File: src/rtl/coeff_buffer_if.sv
// rtl/coeff_buffer_if.sv - coefficient handshake bundle between approximation controller and coeff_buffer
interface coeff_buffer_if #(
  parameter int DATA_WIDTH = 16,
  parameter int ADDR_LINES = 4
);
  // controller -> buffer
  logic                  wr_en_coeff;
  logic                  in_valid;
  logic [DATA_WIDTH-1:0] in_data;
  logic                  in_last;
  logic                  clear;
  logic                  rd_en_coeff;
  logic                  redo_coeff;
  // buffer -> controller
  logic                  start_coeff;
  logic [ADDR_LINES-1:0] wr_ptr_coeff;
  logic [DATA_WIDTH-1:0] coeff_out;
  logic                  coeff_valid;
  logic                  overflow;
  logic                  underrun;

  modport master (
    output wr_en_coeff, in_valid, in_data, in_last, clear, rd_en_coeff, redo_coeff,
    input  start_coeff, wr_ptr_coeff, coeff_out, coeff_valid, overflow, underrun
  );

  modport slave (
    input  wr_en_coeff, in_valid, in_data, in_last, clear, rd_en_coeff, redo_coeff,
    output start_coeff, wr_ptr_coeff, coeff_out, coeff_valid, overflow, underrun
  );
endinterface

File: src/rtl/coeff_buffer.sv
// rtl/coeff_buffer.sv - polynomial coefficient store: ascending load, descending Horner playback
module coeff_buffer #(
  parameter int DATA_WIDTH = 16,
  parameter int ADDR_LINES = 4
) (
  input  logic           clk,
  input  logic           rst,
  coeff_buffer_if.slave  bus
);

  localparam int DEPTH = 1 << ADDR_LINES;
  localparam logic [ADDR_LINES-1:0] LAST_IDX = ADDR_LINES'(DEPTH - 1);

  typedef enum logic {
    LOAD  = 1'b0,
    READY = 1'b1
  } state_t;

  state_t                state_q, state_d;
  logic [ADDR_LINES-1:0] wr_ptr_q, wr_ptr_d;
  logic [ADDR_LINES-1:0] rd_ptr_q, rd_ptr_d;
  logic                  exhausted_q, exhausted_d;
  logic [ADDR_LINES-1:0] wr_ptr_coeff_q, wr_ptr_coeff_d;
  logic [DATA_WIDTH-1:0] coeff_out_q, coeff_out_d;
  logic                  coeff_valid_q, coeff_valid_d;
  logic                  overflow_q, overflow_d;
  logic                  underrun_q, underrun_d;

  logic [DATA_WIDTH-1:0] mem_q [DEPTH];
  logic                  mem_we;
  logic                  accept;

  assign accept = bus.wr_en_coeff & bus.in_valid;

  // next-state and datapath: clear dominates, then load or playback per state
  always_comb begin
    state_d        = state_q;
    wr_ptr_d       = wr_ptr_q;
    rd_ptr_d       = rd_ptr_q;
    exhausted_d    = exhausted_q;
    wr_ptr_coeff_d = wr_ptr_coeff_q;
    coeff_out_d    = coeff_out_q;
    coeff_valid_d  = 1'b0;
    overflow_d     = overflow_q;
    underrun_d     = underrun_q;
    mem_we         = 1'b0;

    if (bus.clear) begin
      // discard the set (full or partial) and the sticky error flags
      state_d        = LOAD;
      wr_ptr_d       = '0;
      rd_ptr_d       = '0;
      exhausted_d    = 1'b0;
      wr_ptr_coeff_d = '0;
      overflow_d     = 1'b0;
      underrun_d     = 1'b0;
    end else begin
      case (state_q)
        LOAD: begin
          if (accept) begin
            mem_we   = 1'b1;
            wr_ptr_d = wr_ptr_q + 1'b1;
            // set closes on an explicit last word or when the array is full
            if (bus.in_last || (wr_ptr_q == LAST_IDX)) begin
              state_d        = READY;
              wr_ptr_coeff_d = wr_ptr_q;
              rd_ptr_d       = wr_ptr_q;
              exhausted_d    = 1'b0;
            end
          end
        end

        READY: begin
          if (accept) begin
            overflow_d = 1'b1;
          end
          if (bus.redo_coeff) begin
            // rewind wins over a same-cycle pop; the pop is dropped
            rd_ptr_d    = wr_ptr_coeff_q;
            exhausted_d = 1'b0;
          end else if (bus.rd_en_coeff) begin
            if (exhausted_q) begin
              underrun_d = 1'b1;
            end else begin
              coeff_out_d   = mem_q[rd_ptr_q];
              coeff_valid_d = 1'b1;
              // pointer parks at 0 rather than wrapping to the top
              if (rd_ptr_q == '0) begin
                exhausted_d = 1'b1;
              end else begin
                rd_ptr_d = rd_ptr_q - 1'b1;
              end
            end
          end
        end

        default: begin
          state_d = LOAD;
        end
      endcase
    end
  end

  // control and output registers, asynchronously reset
  always_ff @(posedge clk or posedge rst) begin
    if (rst) begin
      state_q        <= LOAD;
      wr_ptr_q       <= '0;
      rd_ptr_q       <= '0;
      exhausted_q    <= 1'b0;
      wr_ptr_coeff_q <= '0;
      coeff_out_q    <= '0;
      coeff_valid_q  <= 1'b0;
      overflow_q     <= 1'b0;
      underrun_q     <= 1'b0;
    end else begin
      state_q        <= state_d;
      wr_ptr_q       <= wr_ptr_d;
      rd_ptr_q       <= rd_ptr_d;
      exhausted_q    <= exhausted_d;
      wr_ptr_coeff_q <= wr_ptr_coeff_d;
      coeff_out_q    <= coeff_out_d;
      coeff_valid_q  <= coeff_valid_d;
      overflow_q     <= overflow_d;
      underrun_q     <= underrun_d;
    end
  end

  // coefficient array write port; contents need no reset
  always_ff @(posedge clk) begin
    if (mem_we) begin
      mem_q[wr_ptr_q] <= bus.in_data;
    end
  end

  assign bus.start_coeff  = (state_q == READY);
  assign bus.wr_ptr_coeff = wr_ptr_coeff_q;
  assign bus.coeff_out    = coeff_out_q;
  assign bus.coeff_valid  = coeff_valid_q;
  assign bus.overflow     = overflow_q;
  assign bus.underrun     = underrun_q;

endmodule
File: src/flat_wrapper.sv
// flat-port wrapper written by rule: the top's interface ports become plain ports
module coeff_buffer_flat 
#(
  parameter int DATA_WIDTH = 16,
  parameter int ADDR_LINES = 4
)
  (clk, rst, bus_wr_en_coeff, bus_in_valid, bus_in_data, bus_in_last, bus_clear, bus_rd_en_coeff, bus_redo_coeff, bus_start_coeff, bus_wr_ptr_coeff, bus_coeff_out, bus_coeff_valid, bus_overflow, bus_underrun);
  coeff_buffer_if #(.DATA_WIDTH(DATA_WIDTH), .ADDR_LINES(ADDR_LINES)) bus_i ();
  input  logic clk;
  input  logic rst;
  input wire logic [$bits(bus_i.wr_en_coeff)-1:0] bus_wr_en_coeff;
  input wire logic [$bits(bus_i.in_valid)-1:0] bus_in_valid;
  input wire logic [$bits(bus_i.in_data)-1:0] bus_in_data;
  input wire logic [$bits(bus_i.in_last)-1:0] bus_in_last;
  input wire logic [$bits(bus_i.clear)-1:0] bus_clear;
  input wire logic [$bits(bus_i.rd_en_coeff)-1:0] bus_rd_en_coeff;
  input wire logic [$bits(bus_i.redo_coeff)-1:0] bus_redo_coeff;
  output wire logic [$bits(bus_i.start_coeff)-1:0] bus_start_coeff;
  output wire logic [$bits(bus_i.wr_ptr_coeff)-1:0] bus_wr_ptr_coeff;
  output wire logic [$bits(bus_i.coeff_out)-1:0] bus_coeff_out;
  output wire logic [$bits(bus_i.coeff_valid)-1:0] bus_coeff_valid;
  output wire logic [$bits(bus_i.overflow)-1:0] bus_overflow;
  output wire logic [$bits(bus_i.underrun)-1:0] bus_underrun;
  assign bus_i.wr_en_coeff = bus_wr_en_coeff;
  assign bus_i.in_valid = bus_in_valid;
  assign bus_i.in_data = bus_in_data;
  assign bus_i.in_last = bus_in_last;
  assign bus_i.clear = bus_clear;
  assign bus_i.rd_en_coeff = bus_rd_en_coeff;
  assign bus_i.redo_coeff = bus_redo_coeff;
  assign bus_start_coeff = bus_i.start_coeff;
  assign bus_wr_ptr_coeff = bus_i.wr_ptr_coeff;
  assign bus_coeff_out = bus_i.coeff_out;
  assign bus_coeff_valid = bus_i.coeff_valid;
  assign bus_overflow = bus_i.overflow;
  assign bus_underrun = bus_i.underrun;
  coeff_buffer #(.DATA_WIDTH(DATA_WIDTH), .ADDR_LINES(ADDR_LINES)) u_core (.clk(clk), .rst(rst), .bus(bus_i));
endmodule
File: config.mk
export PLATFORM = sky130hd
export DESIGN_NAME = coeff_buffer_flat
export DESIGN_NICKNAME = d
export VERILOG_FILES = /design/src/rtl/coeff_buffer_if.sv /design/src/rtl/coeff_buffer.sv /design/src/flat_wrapper.sv
export SDC_FILE = /design/constraint.sdc
export NUM_CORES = 1
export LEC_CHECK = 0
export CAP_MARGIN = 20
export CORE_MARGIN = 1.5
export CORE_UTILIZATION = 59
export DETAILED_ROUTE_END_ITERATION = 12
export GPL_TIMING_DRIVEN = 0
export PLACE_DENSITY = 0.79
export REMOVE_ABC_BUFFERS = 1
export SLEW_MARGIN = 15
export SYNTH_ARGS = -nofsm -noshare
export SYNTH_HDL_FRONTEND = slang
export SYNTH_SLANG_ARGS = --single-unit
File: constraint.sdc
create_clock -name clk -period 6.47 [get_ports clk]
set_clock_uncertainty 0.15 [all_clocks]
set_input_delay 0.647 -clock clk [delete_from_list [all_inputs] [get_ports clk]]
set_output_delay 0.647 -clock clk [all_outputs]
set_load 0.005 [all_outputs]
==> impl_metrics.json <==
{
  "clock-sinks": 289,
  "whs_ns": 0.220,
  "ys_async_sr_fraction_pct": 11.4,
  "fin_area_um2": 13000,
  "ys_types": 41,
  "rr_startpoint": "u_core.bus.start_coeff$_DFF_PP0_",
  "root_buffer": "clkbuf_16",
  "use_met2_pct": 38.6,
  "cp.required_ns": 6.58,
  "cts_tree": "done",
  "drtPass1Iterations": 5,
  "vias": 5990,
  "portBuffers": 47,
  "synthesis.yosys.warnings": 0,
  "synth_top_area_share_pct": 68.3,
  "drtIter0Drc": 593,
  "post_cts_buffers": 0,
  "drive_above_1_share_pct": 15.7,
  "cts-buffers-inserted": 28,
  "use_met1_pct": 35.1,
  "ir_worst_vdd_mv": 0.300,
  "grt-busiest-layer": "met2",
  "cp-start-kind": "primary input",
  "grt_pass1_wl_um": 35500,
  "cellPowerDensity_nw_per_um2": 304,
  "hold_viol": 0,
  "placedCellCount": 890,
  "hold_class": "in2async",
  "coreArea_um2": 18700,
  "ys_ff_latch": 289,
  "status": "completed",
  "synth_edf_count": 256,
  "htree_levels": 1,
  "postPlaceCellArea_um2": 12200,
  "netlist_area_um2": 11300,
  "area_growth_pct": 15.7,
  "yosysSeqAreaShare_pct": 75.6,
  "io-pin-count": 48,
  "worstMarginPinSlew_ns": 1.10,
  "dieArea_um2": 19900,
  "start_util_pct": 60.2,
  "groute.usage.overall_pct": 24.4,
  "place.detailed.hpwl_um": 13500,
  "holdBufCountCts": 0,
  "drc_errors": 0,
  "n_antenna_cell": 0,
  "setup_tns_ns": 0,
  "synthCells": 629,
  "syn_avg_cell_area_um2": 17.9,
  "die_w_um": 141,
  "place_congestion": 0.835,
  "period_share_pct": 45.5,
  "cp-end-kind": "flop",
  "ys.flop_type": "edfxtp_1",
  "cts_max_path_buffers": 3,
  "fmax_mhz": 340,
  "first_global_vias": 5937,
  "use_met3_pct": 5.26,
  "path_max_fanout": 18,
  "ff2ff_path_depth": 6,
  "num_rows": 50,
  "yosys-top-cells-area": "edfxtp_1 68%, dfrtp_1 7.3%, mux4_2 6.4%",
  "p_leak_uw": 0.00415,
  "max-cap-violations": 0,
  "drt-vias-per-instance": 6.36,
  "die_y_um": 141,
  "rsz0062_at_grt": "false",
  "r2r_end": "u_core.mem_q[0][0]$_DFFE_PP_",
  "setup_viol": 0,
  "path_clk_slew_ns": 0.06,
  "wl_per_cell_um": 24.8,
  "r2r_setup_slack_ns": 3.65,
  "finalCriticalPeriod_ns": 2.95,
  "cts_resized": 0,
  "arrival_ns": 3.06,
  "crit_start": "bus_clear",
  "finalNetCount": 715,
  "insertion_delay_ns": 0.55,
  "timing.final.ws_setup_ns": 3.52,
  "drv_slew": 0,
  "antenna_found_initial": 0,
  "layout.cells.non_filler": 942,
  "place_ws_ns": 2.96,
  "yosys.area.top_type": "edfxtp_1",
  "routed_wl_um": 23300,
  "worst_slew_margin_rel_pct": 26.6,
  "drtAntennaViolNets": 0,
  "criticalPathCategory": "in2reg",
  "gr-total-overflow": 0,
  "grt_start_max_net_pins": 41
}
[Yosys cell counts (3+ instances only)]
cell      count
dfrtp_1      33
a21oi_1      11
buf_2        14
o21ai_0       8
nor2_1       54
inv_1         6
nand2b_1      5
buf_4         7
nand2_1      16
a22oi_1      16
xor2_1        3
nor3_1        8
ha_1          5
mux2i_1      65
edfxtp_1    256
clkbuf_1     12
mux4_2       32
a31oi_1      18
o22ai_1      32
buf_6         3
[critical path, cell delays in order]
cell and delay [ns]:
clkdlybuf4s50_1 0.76, nor2_1 0.37, nand2_1 0.25, nor3_2 0.60, buf_6 0.25, buf_6 0.16
[worst max path at each step]
| stage | to | depth (start not counted) |
|---|---|---|
| after global routing | u_core.mem_q[0][11]$_DFFE_PP_ | 6 |
| after global placement | u_core.bus.coeff_out[10]$_DFFE_PP0P_ | 4 |
| after detailed placement | u_core.mem_q[0][0]$_DFFE_PP_ | 6 |
| after CTS | u_core.mem_q[0][11]$_DFFE_PP_ | 6 |
| after floorplan | u_core.rd_ptr_q[0]$_DFFE_PP0P_ | 6 |
| final | u_core.mem_q[0][0]$_DFFE_PP_ | 6 |
[sequential cells by signal (all words and copies together) (netlist names)]
name and cells:
u_core.exhausted_q 1, u_core.bus.wr_ptr_coeff 4, u_core.bus.underrun 1, u_core.mem_q 256
u_core.bus.overflow 1, u_core.rd_ptr_q 4, u_core.wr_ptr_q 4, u_core.bus.coeff_valid 1
u_core.bus.start_coeff 1, u_core.bus.coeff_out 16
[power by group]
| group | internal (uW) | leakage [uW] | switching, uW |
|---|---|---|---|
| combinational | 165 | 0.000995 | 150 |
| clock | 869 | 0.000423 | 663 |
| sequential | 2070 | 0.00273 | 43.1 |
| total | 3110 | 0.00415 | 856 |
[through the flow]
stage	util, %	total power (uW)
after floorplan	-	2310
after global placement	63.1	2460
after detailed placement	65.0	2470
after CTS	69.7	3980
after global routing	69.7	4090
final	69.7	3960
[final cells by class]
class	instances	area, um2
sequential	289	8520
fill	1122	5670
multi-input combinational	296	2610
clock buffer	41	769
timing repair buffer	65	714
tap	234	293
clock inverter	11	108
inverter	6	22.5
[layer usage]
| metal | up-vias | share of wire [%] |
|---|---|---|
| li1 | 2614 | - |
| met1 | 3089 | 42 |
| met2 | 243 | 48 |
| met3 | 44 | 7.8 |
| met4 | 0 | 2.4 |
| met5 | - | 0 |
[layout by cell type (no fill, tap or decap), types with 8 or more instances in the layout]
| cell type | n |
|---|---|
| mux2i_1 | 65 |
| nor2_1 | 42 |
| o21ai_0 | 8 |
| o22ai_1 | 32 |
| dfrtp_1 | 31 |
| a22oi_1 | 16 |
| a21oi_1 | 11 |
| mux4_2 | 32 |
| nor2_4 | 8 |
| clkdlybuf4s50_1 | 47 |
| clkbuf_16 | 28 |
| nand2_1 | 16 |
| clkbuf_1 | 11 |
| a31oi_1 | 18 |
| edfxtp_1 | 256 |
[cells by family after synthesis]
logic type               count (synthesis)  synth area share, %
AO/OA/AOI/OAI                           93                 5.28
buffers and inverters                   44                 2.15
XOR/XNOR                                 5                0.389
multiplexers                            97                 12.2
flip-flops                             289                 75.6
adder cells (fa/ha/maj)                  5                0.555
AND/OR/NAND/NOR                         96                 3.87
(Power assumes the default switching activity.)
==> variant 1 (same flow settings) <==
`ADDR_LINES` is set to 4 in 3 places; all go to 5.
--- a/src/rtl/coeff_buffer_if.sv
+++ b/src/rtl/coeff_buffer_if.sv
@@ -3,3 +3,3 @@
   parameter int DATA_WIDTH = 16,
-  parameter int ADDR_LINES = 4
+  parameter int ADDR_LINES = 5
 );
--- a/src/rtl/coeff_buffer.sv
+++ b/src/rtl/coeff_buffer.sv
@@ -3,3 +3,3 @@
   parameter int DATA_WIDTH = 16,
-  parameter int ADDR_LINES = 4
+  parameter int ADDR_LINES = 5
 ) (
--- a/src/flat_wrapper.sv
+++ b/src/flat_wrapper.sv
@@ -4,3 +4,3 @@
   parameter int DATA_WIDTH = 16,
-  parameter int ADDR_LINES = 4
+  parameter int ADDR_LINES = 5
 )
Interface: changed (resized bus_wr_ptr_coeff); port bits go from 48 to 49. The function was not compared with the original's and may differ.
==> variant 1 against the unedited design <==
- the run now ends with DRC left
- total power rose by 91%
- via count rose by 88%
- cell area rose by 89%
- hold slack got worse by 0.015 ns
- sequential share of layout area rose by 0.63 points
- worst setup slack got worse by 0.32 ns
- combinational power rose by 34%
- area after synthesis rose by 90%
- routed wire length rose by 110%
- sequential cell count rose by 259
- largest cell class unchanged
- largest power group unchanged
==> variant 1: results (changes against the unedited design) <==
status=finished, violations left (was completed); violated checks=DRC; antenna violations before repair=0 (unchanged); DRT Pass-1 Iters=9 (was 5); Hold WS=0.205 ns (was 0.220 ns); switching pwr=1550 uW (was 856 uW); first-pass GRT wire length=72.5 mm (was 35.5 mm); Total GRT Usage=26.5% (was 24.4%); Post-CTS Setup Bufs=0 (unchanged); critical path's largest stage delay=0.88 ns (was 0.76 ns); ys async rst share=6.57% (was 11.4%); CTS Buf Count=51 (was 28); critical path type=register to register (was input port to register); Area contributors post-synth=edfxtp_1 (72%), mux4_2 (8.3%), mux2i_1 (5.0%) (was edfxtp_1 (68%), dfrtp_1 (7.3%), mux4_2 (6.4%)); Max Cap Viol=0 (unchanged); number of global-route vias before repair=11182 (was 5937); dpl ws=2.68 ns (was 2.96 ns); n_diodes=0 (unchanged); CTS resizes=0 (unchanged); delay-heaviest family, CP=compound AO/OA/AOI/OAI gates (was simple AND/OR/NAND/NOR gates); WP data arrival=3.54 ns (was 3.06 ns); Filler Cells Inserted=2062 (was 1122); GR Layer Usage met1=37.7% (was 35.1%); Final WS setup=3.21 ns (was 3.52 ns); worst r2r src=u_core.rd_ptr_q[0]$_DFFE_PP0P_ (was u_core.bus.start_coeff$_DFF_PP0_); register area share after synthesis=76.1% (was 75.6%); DRT Wirelength=49.1 mm (was 23.3 mm); GR Util met2=41.7% (was 38.6%); EDFF count, synth=512 (was 256); CP max-delay cell=nor2b_1 (was clkdlybuf4s50_1); layout net count=1207 (was 715); Slew @ Worst Pin=1.12 ns (was 1.10 ns); top post-synthesis cells by count=edfxtp_1 (512), mux2i_1 (106), mux4_2 (79) (was edfxtp_1 (256), mux2i_1 (65), nor2_1 (54)); GRT met3 Usage=4.95% (was 5.26%); Vias/cell=6.70 (was 6.36); later-pin clock latency in the skew report=0.57 ns (was 0.55 ns); CTS root buffer=clkbuf_16 (unchanged); H-tree level count=2 (was 1); port bufs=48 (was 47); Synth cell types=45 (was 41); Worst Path Max Fanout=34 (was 18); largest net degree at the start of global routing=48 (was 41); clock power share=42.1% (was 38.7%); Pleak=0.00768 uW (was 0.00415 uW); share of post-route cells with drive strength above 1=23.1% (was 15.7%); HP Class=input port to asynchronous set/reset pin (unchanged); drt drc=8 (was 0); max FFs per register=512 (was 256); Peak VDD IR=250 uV (was 300 uV); dpl hpwl=29.7 mm (was 13.5 mm); largest reg by FF count=u_core.mem_q (unchanged); Yosys top cell area share=71.8% (was 68.3%); initial drt markers=1477 (was 593); Routability Congestion=0.847 (was 0.835); Top FF cell, synth=edfxtp_1 (unchanged); RR Endpoint=u_core.bus.coeff_out[15]$_DFFE_PP0P_ (was u_core.mem_q[0][0]$_DFFE_PP_)
-- variant 1: stage by stage --
| stage | TNS (ns) | power (uW) | cell area, um^2 | cells |
|---|---|---|---|---|
| detailed placement | 0 | 4450 | 22900 | 1584 |
| floorplan | 0 | 4230 | 21100 | 1032 |
| global route | 0 | 7740 | 24700 | 1680 |
| global placement | -33.81 | 4460 | 22100 | 1541 |
| finish | 0 | 7560 | 24700 | 1680 |
| CTS | 0 | 7580 | 24700 | 1679 |
-- variant 1: layer usage --
layer  part of all wire, %  up-vias
met5                     0        -
li1                      -     4644
met4                   3.8        0
met2                    47      692
met1                    39     5797
met3                   9.9      115
-- variant 1: cells by family after synthesis --
kind of cell / synth area share (%)
compound gates: 4.64
xor+xnor: 0.246
fa+ha+maj: 0.351
buf+inv: 1.60
flops: 76.1
mux: 14.5
simple gates: 2.58
-- variant 1: area by class of cell --
cell class	instances	area [um^2]	share of cell area, %
Clock buffer	68	1430	5.81
Timing Repair Buffer	92	1120	4.56
Sequential cell	548	16300	66.0
Multi-Input combinational cell	477	4860	19.7
Clock inverter	27	367	1.49
Inverter	7	26.3	0.106
Tap cell	461	577	2.34
-- variant 1: worst reg2reg max path, stage by stage (launching register included) --
cell      delay, ns
dfrtp_4        0.78
buf_16         0.34
nor2b_1        0.92
a22o_1         0.25
a221oi_1       0.10
o221ai_1       0.45
o21ai_1        0.14
-- variant 1: power groups by stage --
stage	Sequential, uW	Clock [uW]	Combinational [uW]
3_3_place_gp	4070	0	386
5_1_grt	3960	3330	444
4_1_cts	3960	3200	422
3_5_place_dp	4030	0	414
6_report	3960	3180	421
2_1_floorplan	4030	0	200
==> variant 2 (same flow settings) <==
Made on the original files. Make the reset (`rst`) synchronous in one clocked block. Comments in the files are not updated.
--- a/src/rtl/coeff_buffer.sv
+++ b/src/rtl/coeff_buffer.sv
@@ -104,3 +104,3 @@
   // control and output registers, asynchronously reset
-  always_ff @(posedge clk or posedge rst) begin
+  always_ff @(posedge clk) begin
     if (rst) begin
Function: differs if rst is asserted again (counterexample within 4 cycles, from zero or initial values and one cycle with rst high); with rst held inactive, the same outputs for 4 cycles.
==> variant 2 against the unedited design <==
- area after synthesis is 0.23% lower
- cell area grew 0.94%
- synthesized cell count down 0.32%
- routed wire length is 0.85% lower
- sequential cell count did not move
- die area down 0.23%
- worst setup slack got worse by 0.38 ns
- first-iteration DRC count decreased by 6.2%
- via count stayed put
- global-route usage down 0.35 points
- critical endpoint is now u_core.rd_ptr_q[2]$_SDFFE_PP0P_
- largest cell class unchanged
Power is not compared: it rests on default switching activity, and its combinational part moved more than twofold at a synthesized area within 25%.
==> variant 2: results (changes against the unedited design) <==
multi-input logic area=2720 um^2 (was 2610 um^2); worst r2r src=u_core.rd_ptr_q[1]$_SDFFE_PP0P_ (was u_core.bus.start_coeff$_DFF_PP0_); first-pass GRT wire length=35.6 mm (was 35.5 mm); initial drt markers=556 (was 593); dpl cells=897 (was 890); status=completed (unchanged); Post-Syn Instances=627 (was 629); GRT met3 Usage=3.60% (was 5.26%); largest net degree at the start of global routing=56 (was 41); dpl hpwl=14.2 mm (was 13.5 mm); DR WL/cell=24.4 um (was 24.8 um); share of post-route cells with drive strength above 1=25.0% (was 15.7%); clk tree area frac=7.43% (was 6.73%); dpl ws=3.09 ns (was 2.96 ns); CP max-delay cell=clkinv_1 (was clkdlybuf4s50_1); Routability Congestion=0.795 (was 0.835); Total GRT Usage=24.0% (was 24.4%); Critical Path Start=u_core.rd_ptr_q[1]$_SDFFE_PP0P_ (was bus_clear); Worst Path Max Fanout=30 (was 18); later-pin clock latency in the skew report=0.53 ns (was 0.55 ns); Reg area=8360 um^2 (was 8520 um^2); Critical Path Sink=u_core.rd_ptr_q[2]$_SDFFE_PP0P_ (was u_core.mem_q[0][0]$_DFFE_PP_); WP data arrival=3.58 ns (was 3.06 ns); register area share after synthesis=74.3% (was 75.6%); delay-heaviest family, CP=buffers and inverters (was simple AND/OR/NAND/NOR gates); Reg2Reg Depth=7 (was 6); number of non-clock inverters=7 (was 6); placed inst area=12200 um^2 (about the same); count of plain and timing-repair buffers in the layout=71 (was 65); HP Class=register to register (was input port to asynchronous set/reset pin); number of clock buffers in the layout=37 (was 41); Data buffer area share=5.97% (was 5.48%); layout net count=722 (was 715); GR Layer Usage met1=33.4% (was 35.1%); Filler Cells Inserted=1127 (was 1122); ys async rst share=0% (was 11.4%); Slew @ Worst Pin=1.02 ns (was 1.10 ns); Synth cell types=45 (was 41); Area contributors post-synth=edfxtp_1 (68%), mux4_2 (9.6%), dfxtp_1 (5.9%) (was edfxtp_1 (68%), dfrtp_1 (7.3%), mux4_2 (6.4%))
==> variant 2: changes by cell type after synthesis, moves of 32 or more <==
cell     before  now
nand2_1      16   49
mux2i_1      65    1
mux2_2        0   32
dfxtp_1       0   33
dfrtp_1      33    0
==> variant 2: kinds of logic after synthesis <==
| group | count (synthesis) | share of synthesized area (%) |
|---|---|---|
| DFF | 289 | 74.3 |
| and+or+nand+nor | 126 | 5.33 |
| buffers and inverters | 42 | 1.99 |
| xor gates and xnor gates | 4 | 0.312 |
| muxes | 81 | 12.9 |
| adders and majority gates | 5 | 0.557 |
| AOI/OAI and AO/OA | 80 | 4.60 |
==> variant 2: power by group <==
part           leakage (uW)  switching (uW)  internal, uW
Combinational       0.00121            51.7          34.1
Sequential          0.00257            7.37          2030
Clock              0.000482             654          1040
Total               0.00426             713          3110
==> variant 2: per-layer routing <==
layer	up-vias	part of all wire [%]	wire length [um]
met5	-	0	0
met4	0	2.9	679
met3	53	6.3	1460
met2	268	50	11600
met1	3066	40	9350
li1	2603	-	-
